==> config.mk <==
export PLATFORM = sky130hd
export DESIGN_NAME = tag_dispatch_ddf
export DESIGN_NICKNAME = d
export VERILOG_FILES = /design/src/rtl/tag_dispatch_ddf.sv
export SDC_FILE = /design/constraint.sdc
export NUM_CORES = 1
export LEC_CHECK = 0
export BUFFER_PORTS_ARGS = -buffer_cell sky130_fd_sc_hd__buf_2
export CAP_MARGIN = 20
export CORE_MARGIN = 4
export CORE_UTILIZATION = 35
export DETAILED_ROUTE_END_ITERATION = 16
export HOLD_SLACK_MARGIN = 0.06
export PLACE_DENSITY = 0.62
export SLEW_MARGIN = 40
export SYNTH_ARGS = -nofsm -noshare
export SYNTH_HDL_FRONTEND = slang
export SYNTH_SLANG_ARGS = --single-unit
==> constraint.sdc <==
create_clock -name ck -period 2.3 [get_ports ck]
set_clock_uncertainty 0.2 [all_clocks]
set_input_delay 0.115 -clock ck [delete_from_list [all_inputs] [get_ports ck]]
set_output_delay 0.115 -clock ck [all_outputs]
set_load 0.02 [all_outputs]
==> src/rtl/tag_dispatch_ddf.sv <==
// Splits one tagged token stream into per-flux header (NDA) and round-robin body channels.
// Each flux keeps its own header/body state, so tokens from different fluxes may interleave.
module tag_dispatch_ddf #(
    parameter int PORTS = 2,
    parameter int FLUX  = 2,
    parameter int WIDTH = 8
) (
    input  logic                     ck,
    input  logic                     rst_n,
    input  logic                     in0_empty,
    output logic                     in0_read,
    input  logic [WIDTH-1:0]         in0_data,
    input  logic [FLUX-1:0]          nda_full,
    output logic [FLUX-1:0]          nda_wr,
    output logic [WIDTH-$clog2(FLUX)-1:0] nda_data,
    input  logic [PORTS*FLUX-1:0]    out_full,
    output logic [PORTS*FLUX-1:0]    out_wr,
    output logic [WIDTH-$clog2(FLUX)-1:0] out_data,
    output logic                     drop_pulse
);
    localparam int TAG_WIDTH = $clog2(FLUX);
    localparam int PW        = WIDTH - TAG_WIDTH;
    localparam int PTR_W     = (PORTS > 1) ? $clog2(PORTS) : 1;

    typedef enum logic {HDR = 1'b0, BODY = 1'b1} flux_st_e;

    // Per-flux FSM state, kept as one struct per flux for easy observation.
    typedef struct packed {
        flux_st_e         st;
        logic [PW-1:0]    cnt;
        logic [PTR_W-1:0] ptr;
    } flux_state_t;

    flux_state_t fs_q [FLUX];
    flux_state_t cur;

    logic [TAG_WIDTH-1:0]  tag;
    logic [PW-1:0]         pl;
    logic [FLUX-1:0]       tag_oh;
    logic [PORTS*FLUX-1:0] port_hit;
    logic                  tag_ok;
    logic                  blocked;
    logic                  rd;

    assign tag = in0_data[WIDTH-1:PW];
    assign pl  = in0_data[PW-1:0];

    for (genvar f = 0; f < FLUX; f++) begin : g_flux
        assign tag_oh[f] = (tag == TAG_WIDTH'(f));
        for (genvar p = 0; p < PORTS; p++) begin : g_port
            assign port_hit[p + f*PORTS] = tag_oh[f] & (cur.ptr == PTR_W'(p));
        end
    end

    assign tag_ok = |tag_oh;

    always_comb begin
        cur = '{HDR, '0, '0};
        for (int f = 0; f < FLUX; f++) begin
            if (tag_oh[f]) cur = fs_q[f];
        end
    end

    // Handshake: a token is popped on every ck edge where in0_read=1; in0_read is high
    // only when the input is non-empty and the head token's destination is not full, and
    // every write strobe (nda_wr/out_wr) is asserted only in a cycle where in0_read=1.
    always_comb begin
        blocked = 1'b0;
        if (tag_ok) begin
            if (cur.st == HDR) blocked = |(tag_oh & nda_full);
            else               blocked = |(port_hit & out_full);
        end
    end

    assign rd       = rst_n & ~in0_empty & ~blocked;
    assign in0_read = rd;
    assign nda_wr   = (rd && tag_ok && cur.st == HDR)  ? tag_oh   : '0;
    assign out_wr   = (rd && tag_ok && cur.st == BODY) ? port_hit : '0;
    assign nda_data = pl;
    assign out_data = pl;

    always_ff @(posedge ck or negedge rst_n) begin
        if (!rst_n) begin
            drop_pulse <= 1'b0;
            for (int f = 0; f < FLUX; f++) begin
                fs_q[f] <= '{HDR, '0, '0};
            end
        end else begin
            drop_pulse <= rd & ~tag_ok;
            for (int f = 0; f < FLUX; f++) begin
                if (rd && tag_oh[f]) begin
                    if (fs_q[f].st == HDR) begin
                        // A zero-count header is forwarded but leaves the flux in HDR.
                        if (pl != '0) begin
                            fs_q[f].st  <= BODY;
                            fs_q[f].cnt <= pl;
                            fs_q[f].ptr <= '0;
                        end
                    end else begin
                        fs_q[f].cnt <= fs_q[f].cnt - 1'b1;
                        if (fs_q[f].cnt == PW'(1)) begin
                            fs_q[f].st  <= HDR;
                            fs_q[f].ptr <= '0;
                        end else if (fs_q[f].ptr == PTR_W'(PORTS - 1)) begin
                            fs_q[f].ptr <= '0;
                        end else begin
                            fs_q[f].ptr <= fs_q[f].ptr + 1'b1;
                        end
                    end
                end
            end
        end
    end

endmodule
==> summary.md <==
| Metric | Value |
|---|---|
| Top post-synthesis cells by area | `dfrtp_1 (32%), buf_4 (8.0%), mux2i_1 (4.3%)` |
| Clk slew on worst S/H paths | `0.07 ns` |
| CP Cell Sequence | `inv_1, ha_2, or3b_2, o311ai_0, o211ai_1, mux2_4` |
| Core area | `about 3800 µm²` |
| Yosys warns | `0` |
| Synth Area in Simple Gates | `24.9%` |
| Detailed placement HPWL | `approximately 2.8 mm` |
| Post-Synth XOR/XNOR Area | `0%` |
| GRT Total Usage | `14.6%` |
| Num Clock Sinks | `18` |
| Max Freq | `0.455 GHz` |
| Synth cell types | `47` |
| Site Rows | `22` |
| Post-Syn Area | `roughly 1400 µm²` |
| Compound-Gate Fraction of Synth Area | `approximately 20%` |
| Max-Cap Viols | `0` |
| Antenna cells | `0` |
| Vias in the first global route | `1261` |
| Sequential area share after synthesis | `a little under a third` |
| Synthesized flop and latch total | `18` |
| GRT overflow | `0` |
| Final nets | `~220` |
| DRT iter0 DRCs | `49` |
| Crit path max-delay cell type | `or3b_2` |
| Largest Register | `fs_q` |
| Largest net degree at the start of global routing | `22` |
| Worst vdd ir | `~360 µV` |
| Setup slack at placement | `0.0868 ns` |
| Initial Util | `37.4%` |
| Critical path capture point type | `flop` |
| Met2 WL | `approximately 1.7 mm` |
| Status | `finished clean` |
| Pwr dens | `764 nW/µm²` |
| Final period util | `a little over nine tenths` |
| Top Layer Used | `met4` |
| First-pass GRT wire length | `5.93 mm` |
| Metal3 WL | `approximately 180 µm` |
| Routed Antenna Nets | `0` |
| Count of input and output buffers | `37` |
| Top FF cell, synth | `dfrtp_1` |
| CTS tree | `built` |
| Wire per inst | `15.0 µm` |
| RSZ-0062 raised after global routing | `false` |
| Setup TNS | `0 ns` |
| Final setup margin | `roughly 0.10 ns` |
| Clk buf depth | `2` |
| Leakage | `between 0.7 and 0.8 nW` |
| Slowest stage delay, CP | `0.48 ns` |
| Crit path max fanout | `6` |
| Root Driver | `clkbuf_8` |
| Footprint of the multi-input gates | `793 µm²` |
| RePlAce Congestion | `approximately 0.90` |
| Worst Hold Class | `input port to flop` |
| IO Pins | `39` |
| Adder-cell area share of the yosys netlist | `under 10%` |
| Routed vias | `~1300` |
| Syn Nets | `~190` |
| Async set or reset register ratio after synthesis | `between 90% and 100%` |
| Max Slew Vio Count | `0` |
| Slew headroom | `between 60% and 70%` |
| Layout cell share with drive strength beyond 1 | `between 20 and 30%` |
| Layout area overhead | `20.3%` |
| Max FFs per register | `18` |
| Fillers | `between 300 and 400` |
| Top cell type's share of synthesized area | `between 30% and 40%` |
| Worst Path Arrival | `about 2.1 ns` |
| Top Registers | `fs_q (18)` |
| # setup viols final | `0` |
| Via-to-Cell Ratio | `approximately 5.4` |
| Main combinational cell family by area after synthesis | `simple AND/OR/NAND/NOR gates` |
| FF/Latch Area | `roughly 450 µm²` |
| Startpoint Class | `flop` |
| Mapped Cells | `between 150 and 200` |
| Remaining DRCs | `0` |
| Chip Width | `71.5 µm` |
| Full die area | `5110 µm²` |
| CTS H-Tree Depth | `1` |
| Die span in y | `71.5 µm` |
| Num CTS Buffers | `3` |
| Post-synth top area cell | `dfrtp_1` |
| Mean Syn Cell Area | `approximately 8.6 µm²` |
| First-pass DRT Iterations | `4` |
| Crit path time final | `roughly 2.2 ns` |
| Critical path type | `flop to flop` |
| Total Wirelength | `between 3 and 4 mm` |
| Initial antenna violation count | `0` |
| Final hold vios | `0` |
| Worst skew pair latency | `about 0.26 ns` |
| Post-synth EDFFs | `0` |
| Data required time of the critical path | `approximately 2.2 ns` |
| Met1 Wirelength | `about 1.8 mm` |
| Multiplexer area fraction after synthesis | `between 6 and 7%` |
| Worst-Margin Slew | `~0.5 ns` |
==> area by class of cell <==
cell class / instances / share of cell area [%]
multi-input cells: 115 / 46.7
flip-flops and latches: 18 / 26.5
clock buffers: 3 / 2.43
well taps: 48 / 3.54
inverters: 11 / 2.43
repair buffers: 51 / 18.3
==> per-layer routing <==
layer  track usage (%)  vias up
met5                 0        -
met4              5.43        0
met3              2.95        9
met2              22.6       45
met1              20.0      625
li1                  -      658
==> cells in the final DEF (no fill, tap or decap), drive strengths merged, types with 4 or more instances in the layout <==
cell type,count
inv,11
a221o,4
dlygate4sd3,7
o211ai,4
ha,4
dfrtp,18
mux2i,6
and2,4
nand2,12
nor3,12
o21ai,10
nand2b,5
buf,44
nor2,6
==> stage by stage <==
stage	power, mW	util, %	area (µm²)	instances	hold slack (ns)
after floorplan	0.902	-	1410	165	-0.381
after global placement	1.05	41.3	1560	234	-0.0551
after detailed placement	1.06	41.3	1560	234	-0.0545
after CTS	1.30	44.3	1670	244	0.0943
after global routing	1.40	45.0	1700	246	0.146
final	1.30	45.0	1700	246	0.0987
==> worst max-delay path: cells and delay by family (launching register included) <==
kind / cells / cell delay (ns)
and+or+nand+nor: 1 / 0.48
DFF: 1 / 0.43
AOI/OAI and AO/OA: 2 / 0.43
muxes: 1 / 0.27
adders and majority gates: 1 / 0.20
buffers and inverters: 1 / 0.08
==> kinds of logic after synthesis <==
| family | after synthesis |
|---|---|
| AND/OR/NAND/NOR | 62 |
| AO/OA/AOI/OAI | 40 |
| buffers and inverters | 32 |
| flip-flops | 18 |
| multiplexers | 8 |
| adder cells (fa/ha/maj) | 4 |
| other | 1 |
==> where the power goes <==
part,internal (mW),switching [mW]
registers,0.404,0.111
clock network,0.117,0.106
logic,0.267,0.293
==> final timing paths <==
path | startpoint | slack [ns] | cells past startpoint | endpoint
setup / recovery | fs_q[1] | 0.10 | 6 | fs_q[7]
hold / removal | nda_full[1] | 0.1 | 4 | fs_q[8]
setup reg to reg | fs_q[1] | 0.10 | 6 | fs_q[7]
hold reg to reg | fs_q[7] | 0.35 | 1 | fs_q[7]
max in group asynchronous | rst_n | 1.55 | 3 | fs_q[10]
min in group asynchronous | rst_n | 0.17 | 3 | fs_q[8]
==> Yosys cell counts, types with 2 or more instances <==
cell and number:
mux2i_1 6, nor2_1 6, a221o_1 4, o211ai_1 4, nand4_1 2, nor3b_1 3, nand2_1 12, a21oi_1 3
o22ai_1 3, o21ai_0 10, nor4_1 3, nor3_1 12, and3_1 2, a21o_1 3, dfrtp_1 18, ha_1 4
nand2b_1 5, nor4b_1 3, nand3_1 2, o31ai_1 2, and2_1 3, buf_4 15, clkbuf_1 5, mux2_4 2
inv_1 11
==> what timing repair did <==
action	4_1_cts	5_1_grt
endpoints found under the setup margin	0	13
buffers inserted	0	2
hold buffers	7	0
hold endpoints to repair	25	0
gates resized for setup	0	5
(Power assumes the default switching activity.)
